**src/rtl/div_pkg.sv**
```systemverilog
// Shared constants and state encoding for the HI/LO divide unit.
package div_pkg;

  localparam int DIV_WIDTH = 32;
  localparam int CNT_W = $clog2(DIV_WIDTH);

  localparam logic [5:0] FUNCT_DIV  = 6'd26;
  localparam logic [5:0] FUNCT_DIVU = 6'd27;

  typedef enum logic [1:0] {IDLE, RUN, FIX} div_state_t;

endpackage

```
**src/rtl/div_step.sv**
```systemverilog
// One restoring shift-subtract iteration on unsigned magnitudes.
module div_step #(
  parameter int WIDTH = 32
) (
  input  logic [WIDTH-1:0] rem,
  input  logic [WIDTH-1:0] quo,
  input  logic [WIDTH-1:0] dvs,
  output logic [WIDTH-1:0] rem_nx,
  output logic [WIDTH-1:0] quo_nx
);

  logic [WIDTH:0] shifted;
  logic [WIDTH:0] diff;
  logic           ge;

  // The shifted remainder needs WIDTH+1 bits so a set top bit still compares correctly.
  assign shifted = {rem, quo[WIDTH-1]};
  assign diff    = shifted - {1'b0, dvs};
  assign ge      = (shifted >= {1'b0, dvs});
  assign rem_nx  = ge ? diff[WIDTH-1:0] : shifted[WIDTH-1:0];
  assign quo_nx  = {quo[WIDTH-2:0], ge};

endmodule

```
**src/rtl/div_datapath.sv**
```systemverilog
// Sequential DIV/DIVU unit: magnitudes are divided by a restoring loop,
// then sign-corrected into LO (quotient) and HI (remainder).
module div_datapath
  import div_pkg::*;
#(
  parameter int WIDTH = DIV_WIDTH
) (
  input  logic             clk,
  input  logic             rst,
  input  logic             start,
  input  logic [5:0]       funct,
  input  logic [WIDTH-1:0] dividend,
  input  logic [WIDTH-1:0] divisor,
  output logic             busy,
  output logic             done,
  output logic [WIDTH-1:0] hi,
  output logic [WIDTH-1:0] lo,
  output logic             div_by_zero
);

  div_state_t       state;
  logic [CNT_W-1:0] count;
  logic [WIDTH-1:0] rem;
  logic [WIDTH-1:0] quo;
  logic [WIDTH-1:0] dvs;
  logic             dn_neg;
  logic             dv_neg;
  logic [WIDTH-1:0] rem_nx;
  logic [WIDTH-1:0] quo_nx;
  logic             accept;
  logic             is_signed;
  logic             a_neg;
  logic             b_neg;

  assign is_signed = (funct == FUNCT_DIV);
  assign accept    = start && ((funct == FUNCT_DIV) || (funct == FUNCT_DIVU));
  assign a_neg     = is_signed && dividend[WIDTH-1];
  assign b_neg     = is_signed && divisor[WIDTH-1];
  assign busy      = (state != IDLE);

  div_step #(.WIDTH(WIDTH)) u_step (
    .rem    (rem),
    .quo    (quo),
    .dvs    (dvs),
    .rem_nx (rem_nx),
    .quo_nx (quo_nx)
  );

  always_ff @(posedge clk or posedge rst) begin
    if (rst) begin
      state       <= IDLE;
      count       <= '0;
      rem         <= '0;
      quo         <= '0;
      dvs         <= '0;
      dn_neg      <= 1'b0;
      dv_neg      <= 1'b0;
      hi          <= '0;
      lo          <= '0;
      done        <= 1'b0;
      div_by_zero <= 1'b0;
    end else begin
      done <= 1'b0;
      case (state)
        IDLE: begin
          if (accept) begin
            dn_neg <= a_neg;
            dv_neg <= b_neg;
            quo    <= a_neg ? -dividend : dividend;
            dvs    <= b_neg ? -divisor : divisor;
            rem    <= '0;
            count  <= '0;
            state  <= RUN;
          end
        end
        RUN: begin
          rem   <= rem_nx;
          quo   <= quo_nx;
          count <= count + 1'b1;
          if (count == CNT_W'(WIDTH - 1)) state <= FIX;
        end
        FIX: begin
          // Remainder takes the dividend's sign, matching truncating division.
          lo          <= (dn_neg ^ dv_neg) ? -quo : quo;
          hi          <= dn_neg ? -rem : rem;
          div_by_zero <= (dvs == '0);
          done        <= 1'b1;
          state       <= IDLE;
        end
        default: state <= IDLE;
      endcase
    end
  end

endmodule

```
**config.mk**
```make
export PLATFORM = sky130hd
export DESIGN_NAME = div_datapath
export DESIGN_NICKNAME = d
export VERILOG_FILES = /design/src/rtl/div_pkg.sv /design/src/rtl/div_step.sv /design/src/rtl/div_datapath.sv
export SDC_FILE = /design/constraint.sdc
export NUM_CORES = 1
export LEC_CHECK = 0
export CAP_MARGIN = 20
export CORE_MARGIN = 10
export CORE_UTILIZATION = 61
export DETAILED_ROUTE_END_ITERATION = 10
export PLACE_DENSITY = 0.95
export SLEW_MARGIN = 40
export SYNTH_ARGS = -nofsm -noshare
export SYNTH_HDL_FRONTEND = slang
export SYNTH_SLANG_ARGS = --single-unit
```
**constraint.sdc**
```tcl
create_clock -name clk -period 13.65 [get_ports clk]
set_input_delay 2.73 -clock clk [delete_from_list [all_inputs] [get_ports clk]]
set_output_delay 2.73 -clock clk [all_outputs]
set_load 0.005 [all_outputs]
```
==> impl_metrics.py, run 1 <==
metrics = {
    "status": {
        "status": "completed",
    },
    "clocking": {
        "cts.repair.resized": 0,
        "cts_buffer_depth": 2,
        "htree_levels": 4,
        "cts.sink_count": 171,
        "cts_setup_buffers": 0,
        "cts_buffers": 17,
        "cts_root_buf": "clkbuf_16",
        "cts_hold_buffers": 0,
        "cts_tree": "built",
        "path_clk_slew_ns": 0.06,
        "clkLatencyLatePin_ns": 0.44,
    },
    "timing": {
        "slew_headroom": 0.461,
        "skew_ns": 0.0103,
        "period_share": 0.392,
        "slew_viol_final": 0,
        "finalHoldViolCount": 0,
        "setup_viol": 0,
        "rsz0062_at_grt": "no",
        "worst_pin_slew_ns": 0.808,
        "final.setup.tns_ns": 0,
        "fin_crit_ns": 5.35,
        "fmax_ghz": 0.187,
    },
    "synthesis": {
        "ys_warn_count": 0,
        "ys_ff_latch": 171,
        "syn_avg_cell_area_um2": 8.44,
        "yosysSeqAreaShare": 0.384,
        "synthCells": 1320,
        "synthMuxAreaShare": 0.0236,
        "synth-edff-count": 0,
        "synth_adder_area_share": 0.0445,
        "synth_area_mm2": 0.0111,
        "synth-xor-area-share": 0.116,
        "synth_cell_types": 61,
        "async_reset_ff_frac": 1.00,
        "ys.flop_type": "dfrtp_1",
        "synth_top_family_by_area": "compound AO/OA/AOI/OAI gates",
        "synthSimpleGateAreaFrac": 0.162,
        "synth_compound_area_frac": 0.223,
        "synth_fp_nets": 1432,
    },
    "power": {
        "p_per_area_mw_per_mm2": 197,
        "ir_worst_vdd_mv": 0.139,
        "p_leak_nw": 5.51,
    },
    "detailed_routing": {
        "dr.pass1.iters": 5,
        "drt-initial-drc-count": 998,
        "vias": 10400,
        "wire_per_inst_um": 18.7,
        "drcViolationCount": 0,
        "vias_per_cell": 6.30,
        "wirelength_um": 31000,
        "ant_nets": 0,
    },
    "die": {
        "coreArea_mm2": 0.0180,
        "start_util": 0.620,
        "dieHeight_um": 155,
        "io_pins": 140,
        "die_w_um": 155,
        "rows": 49,
        "dieArea_mm2": 0.0241,
    },
    "global_routing": {
        "antenna_found_initial": 0,
        "grt_max_degree": 124,
        "overflow": 0,
        "grt_pass1_vias": 10200,
        "grt.total_usage": 0.254,
        "grt_first_pass_wirelength_um": 51100,
    },
    "finish": {
        "layout.nets": 1526,
        "antenna_cells": 0,
        "final_cell_area_mm2": 0.0133,
        "synthToLayoutAreaGrowth_pct": 19.7,
        "drive_gt1_frac": 0.0484,
    },
    "placement": {
        "place_congestion": 1.01,
        "hpwlAfterDp_um": 22500,
        "place_area_mm2": 0.0127,
        "port_buffers": 139,
    },
    "worst_setup_path": {
        "start_kind": "primary input",
        "critPathKind": "in -> reg",
        "ff2ff_setup_slack_ns": 10.03,
        "worstPathArrival_ns": 5.64,
        "end_kind": "flip-flop",
        "critical_path_required_ns": 13.93,
        "cp_max_fo": 4,
    },
    "job": {
        "maxCapViolations": 0,
    },
    "min_path": {
        "hp-class": "reg -> reg",
    },
}
-- flip-flops by register name (all words and copies together), names as in the netlist --
signal and count:
dn_neg 1, count 5, rem 32, lo 32
div_by_zero 1, hi 32, dv_neg 1, done 1
quo 32, state 2, dvs 32
-- cells in the final DEF, fill, tap and decap left out, types with 24 or more instances in the layout --
cell type	instances
a21oi_1	70
a22oi_1	30
clkdlybuf4s50_1	139
dfrtp_1	171
ha_1	38
inv_1	58
mux2i_1	24
nand2_1	172
nand3_1	41
nor2_1	57
o21ai_0	206
o31ai_1	24
xnor2_1	61
xor2_1	86
-- per-stage QoR --
step	hold slack [ns]	util	setup WS, ns	std cells	power (mW)
3_3_place_gp	0.460	0.703	8.00	1620	2.00
5_1_grt	0.500	0.742	8.04	1656	2.79
6_report	0.476	0.742	8.30	1656	2.63
3_5_place_dp	0.470	0.707	7.88	1623	2.07
2_1_floorplan	0.449	-	6.29	1320	1.73
4_1_cts	0.485	0.740	8.32	1655	2.59
-- routing by layer --
metal	share of wire	routed length (µm)	vias up	track usage
li1	-	-	4882	-
met1	0.41	12800	4949	0.329
met2	0.47	14600	510	0.404
met3	0.084	2620	90	0.0565
met4	0.031	959	0	0.103
met5	0	0	-	0
-- cells in the mapped netlist (30+ instances only) --
master    count  share of area
a21oi_1      70          0.031
a22oi_1      30          0.020
clkbuf_1     72          0.024
dfrtp_1     171           0.38
ha_1         38          0.043
inv_1        59          0.020
nand2_1     172          0.058
nand3_1      41          0.018
nor2_1       58          0.020
o21ai_0     206          0.093
xnor2_1      61          0.048
xor2_1       86          0.068
-- critical path, cell delays in order --
cell and delay [ns]:
clkdlybuf4s50_1 0.46, or4_1 0.59, or3_1 0.40, nor4_1 0.44, inv_1 0.12, nor2_1 0.28, nand2_1 0.15, o21ai_0 0.23
xor2_1 0.15, o21ai_0 0.08
-- path summary, 6_finish.rpt --
| check | startpoint | end | cells past startpoint |
|---|---|---|---|
| max in group asynchronous | rst | dvs[9]$_DFFE_PP0P_ | 4 |
| setup reg to reg | rem[20]$_DFFE_PP0P_ | rem[26]$_DFFE_PP0P_ | 9 |
| min in group asynchronous | rst | lo[17]$_DFFE_PP0P_ | 2 |
| setup / recovery | dividend[8] | quo[30]$_DFFE_PP0P_ | 10 |
| hold reg to reg | hi[13]$_DFFE_PP0P_ | hi[13]$_DFFE_PP0P_ | 2 |
| hold / removal | hi[13]$_DFFE_PP0P_ | hi[13]$_DFFE_PP0P_ | 2 |
-- power by group --
group	total, mW	leakage (nW)	switching [mW]	internal [mW]
Combinational	1.30	3.11	0.753	0.550
Sequential	0.833	2.12	0.208	0.625
Clock	0.495	0.290	0.217	0.278
Total	2.63	5.51	1.18	1.45
-- cell families after synthesis --
logic type,after synthesis
AND/OR/NAND/NOR,385
AO/OA/AOI/OAI,416
XOR/XNOR,147
multiplexers,26
adder cells (fa/ha/maj),39
buffers and inverters,136
flip-flops,171
-- cell type report --
cell class              count  area (µm²)
fillers                  1289        4640
clock buffers              18         439
flip-flops and latches    171        4280
multi-input cells        1013        6380
repair buffers            152        1560
inverters                  59         229
well taps                 229         287
clock inverters            14         158
No activity file was read; power rests on OpenSTA's default activity.
==> run 2: changes to the inputs <==
CORE_UTILIZATION = 51   (was 61)
PLACE_DENSITY = 0.86   (was 0.95)
clock period = 4.3 ns   (was 13.65 ns; I/O delays follow)
==> run 2 against run 1 <==
  * Die area up 17%
  * Final cell count grew 3.4%
  * Non-clock buffer count rose by 5
  * Wire length is 3.4% lower
  * Register-to-register slack lost 9.3 ns
  * Combinational power rose to 3.1 times the previous value
  * Sequential cell count unchanged
  * Critical endpoint is now rem[13]$_DFFE_PP0P_
==> impl_metrics.py, run 2 (synthesis gave the netlist of run 1 again) <==
metrics = {
    "global_routing": {
        "grt_first_pass_wirelength_um": 48800,
        "antenna_found_initial": 1,
        "grt.total_usage": 0.205,
        "grt_max_degree": 76,
        "overflow": 0,
        "grt_pass1_vias": 9687,
    },
    "min_path": {
        "hp-start": "hi[0]$_DFFE_PP0P_",
        "hp-class": "reg -> reg",
        "hold_depth": 2,
        "hold_end": "hi[0]$_DFFE_PP0P_",
    },
    "job": {
        "maxCapViolations": 0,
    },
    "die": {
        "coreArea_mm2": 0.0216,
        "rows": 54,
        "io_pins": 140,
        "die_w_um": 168,
        "start_util": 0.515,
        "dieHeight_um": 168,
        "dieArea_mm2": 0.0281,
    },
    "finish": {
        "most-common-layout-cells": "o21ai_0, nand2_1, dfrtp_1, clkdlybuf4s50_1, xor2_1",
        "layout.nets": 1531,
        "synthToLayoutAreaGrowth_pct": 20.6,
        "final_common_cell": "o21ai_0",
        "final-instance-count-excl-fill": 1712,
        "drive_gt1_frac": 0.0503,
        "final_cell_area_mm2": 0.0134,
        "postLayoutCoreUtil": 0.621,
        "fillers": 1826,
    },
    "worst_setup_path": {
        "critPathKind": "reg -> reg",
        "critPathSlowestCell": "a31oi_4",
        "end_kind": "flip-flop",
        "reg2reg_from": "rem[20]$_DFFE_PP0P_",
        "worstPathArrival_ns": 3.86,
        "slowest_delay_ns": 0.60,
        "reg2reg_depth": 9,
        "crit_buf_inv": 1,
        "cp_cell_sequence": "ha_1, and2_0, nand3_1, nor4_1, a21boi_0, a31oi_4, buf_4, mux2i_1, o21ai_0",
        "cp_top_family": "simple AND/OR/NAND/NOR gates",
        "ff2ff_setup_slack_ns": 0.74,
        "critical_path_required_ns": 4.60,
        "timing.rr.end": "rem[13]$_DFFE_PP0P_",
        "start_kind": "flip-flop",
        "cp_max_fo": 17,
    },
    "clocking": {
        "cts_root_buf": "clkbuf_16",
        "htree_levels": 4,
        "path_clk_slew_ns": 0.06,
        "cts_buffer_depth": 2,
        "cts_setup_buffers": 0,
        "cts_tree": "built",
        "cts.repair.resized": 0,
        "clkLatencyLatePin_ns": 0.44,
        "cts.sink_count": 171,
        "cts_hold_buffers": 0,
        "cts_buffers": 17,
    },
    "placement": {
        "place_area_mm2": 0.0128,
        "place_congestion": 0.965,
        "port_buffers": 139,
        "hpwlAfterDp_um": 22600,
        "placed_cells": 1679,
        "pre_cts_ws_ns": 0.436,
    },
    "timing": {
        "period_share": 0.827,
        "hold_slack_ns": 0.476,
        "setup_viol": 0,
        "slew_viol_final": 0,
        "rsz0062_at_grt": "no",
        "finalHoldViolCount": 0,
        "setup_slack_ns": 0.745,
        "fmax_ghz": 0.281,
        "slew_headroom": 0.527,
        "fin_crit_ns": 3.56,
        "worst_pin_slew_ns": 0.709,
        "skew_ns": 0.00760,
        "final.setup.tns_ns": 0,
    },
    "detailed_routing": {
        "drt-initial-drc-count": 925,
        "ant_nets": 0,
        "drcViolationCount": 0,
        "dr.max_layer_used": "met4",
        "vias_per_cell": 5.88,
        "wire_per_inst_um": 17.5,
        "wirelength_um": 29900,
        "route.met3.wl_um": 1960,
        "met1Wirelength_um": 13400,
        "dr.pass1.iters": 6,
        "vias": 10100,
        "wl_met2_um": 14000,
    },
    "power": {
        "p_per_area_mw_per_mm2": 613,
        "p_leak_nw": 5.53,
        "ir_worst_vdd_mv": 0.325,
        "p_total_mw": 8.23,
    },
    "status": {
        "status": "completed",
    },
}
==> run 2: worst register-to-register path, stage by stage (launching register included) <==
cell	delay [ns]
dfrtp_1	0.47
ha_1	0.43
and2_0	0.36
nand3_1	0.20
nor4_1	0.46
a21boi_0	0.25
a31oi_4	0.60
buf_4	0.30
mux2i_1	0.26
o21ai_0	0.10
==> run 2: worst max path at each step <==
stage / end / startpoint / slack, ns / depth (start not counted)
floorplan: quo[29]$_DFFE_PP0P_ / dividend[8] / 1.22 / 8
global placement: quo[28]$_DFFE_PP0P_ / dividend[8] / 0.48 / 10
detailed placement: quo[30]$_DFFE_PP0P_ / dividend[6] / 0.44 / 10
CTS: quo[30]$_DFFE_PP0P_ / dividend[6] / 0.80 / 10
global route: quo[28]$_DFFE_PP0P_ / dividend[6] / 0.54 / 10
finish: rem[13]$_DFFE_PP0P_ / rem[20]$_DFFE_PP0P_ / 0.74 / 9
==> run 2: where the power goes <==
part	total, mW	leakage [nW]	switching, mW	internal [mW]
Clock	1.56	0.280	0.671	0.889
Sequential	2.61	2.12	0.622	1.99
Combinational	4.06	3.13	2.31	1.75
Total	8.23	5.53	3.60	4.62
==> run 2: metal layers <==
metal / global-route usage / vias to the layer above
met5: 0 / -
met4: 0.0628 / 0
met3: 0.0389 / 56
met2: 0.329 / 349
met1: 0.274 / 4773
li1: - / 4891
==> run 2: cell type report <==
class	instances	area [µm²]	area share
clock inverter	12	138	0.0103
inverter	59	225	0.0168
antenna	1	2.50	0.000186
tap	280	350	0.0261
sequential	171	4280	0.319
multi-input combinational	1013	6370	0.474
timing repair buffer	157	1610	0.120
clock buffer	19	453	0.0337
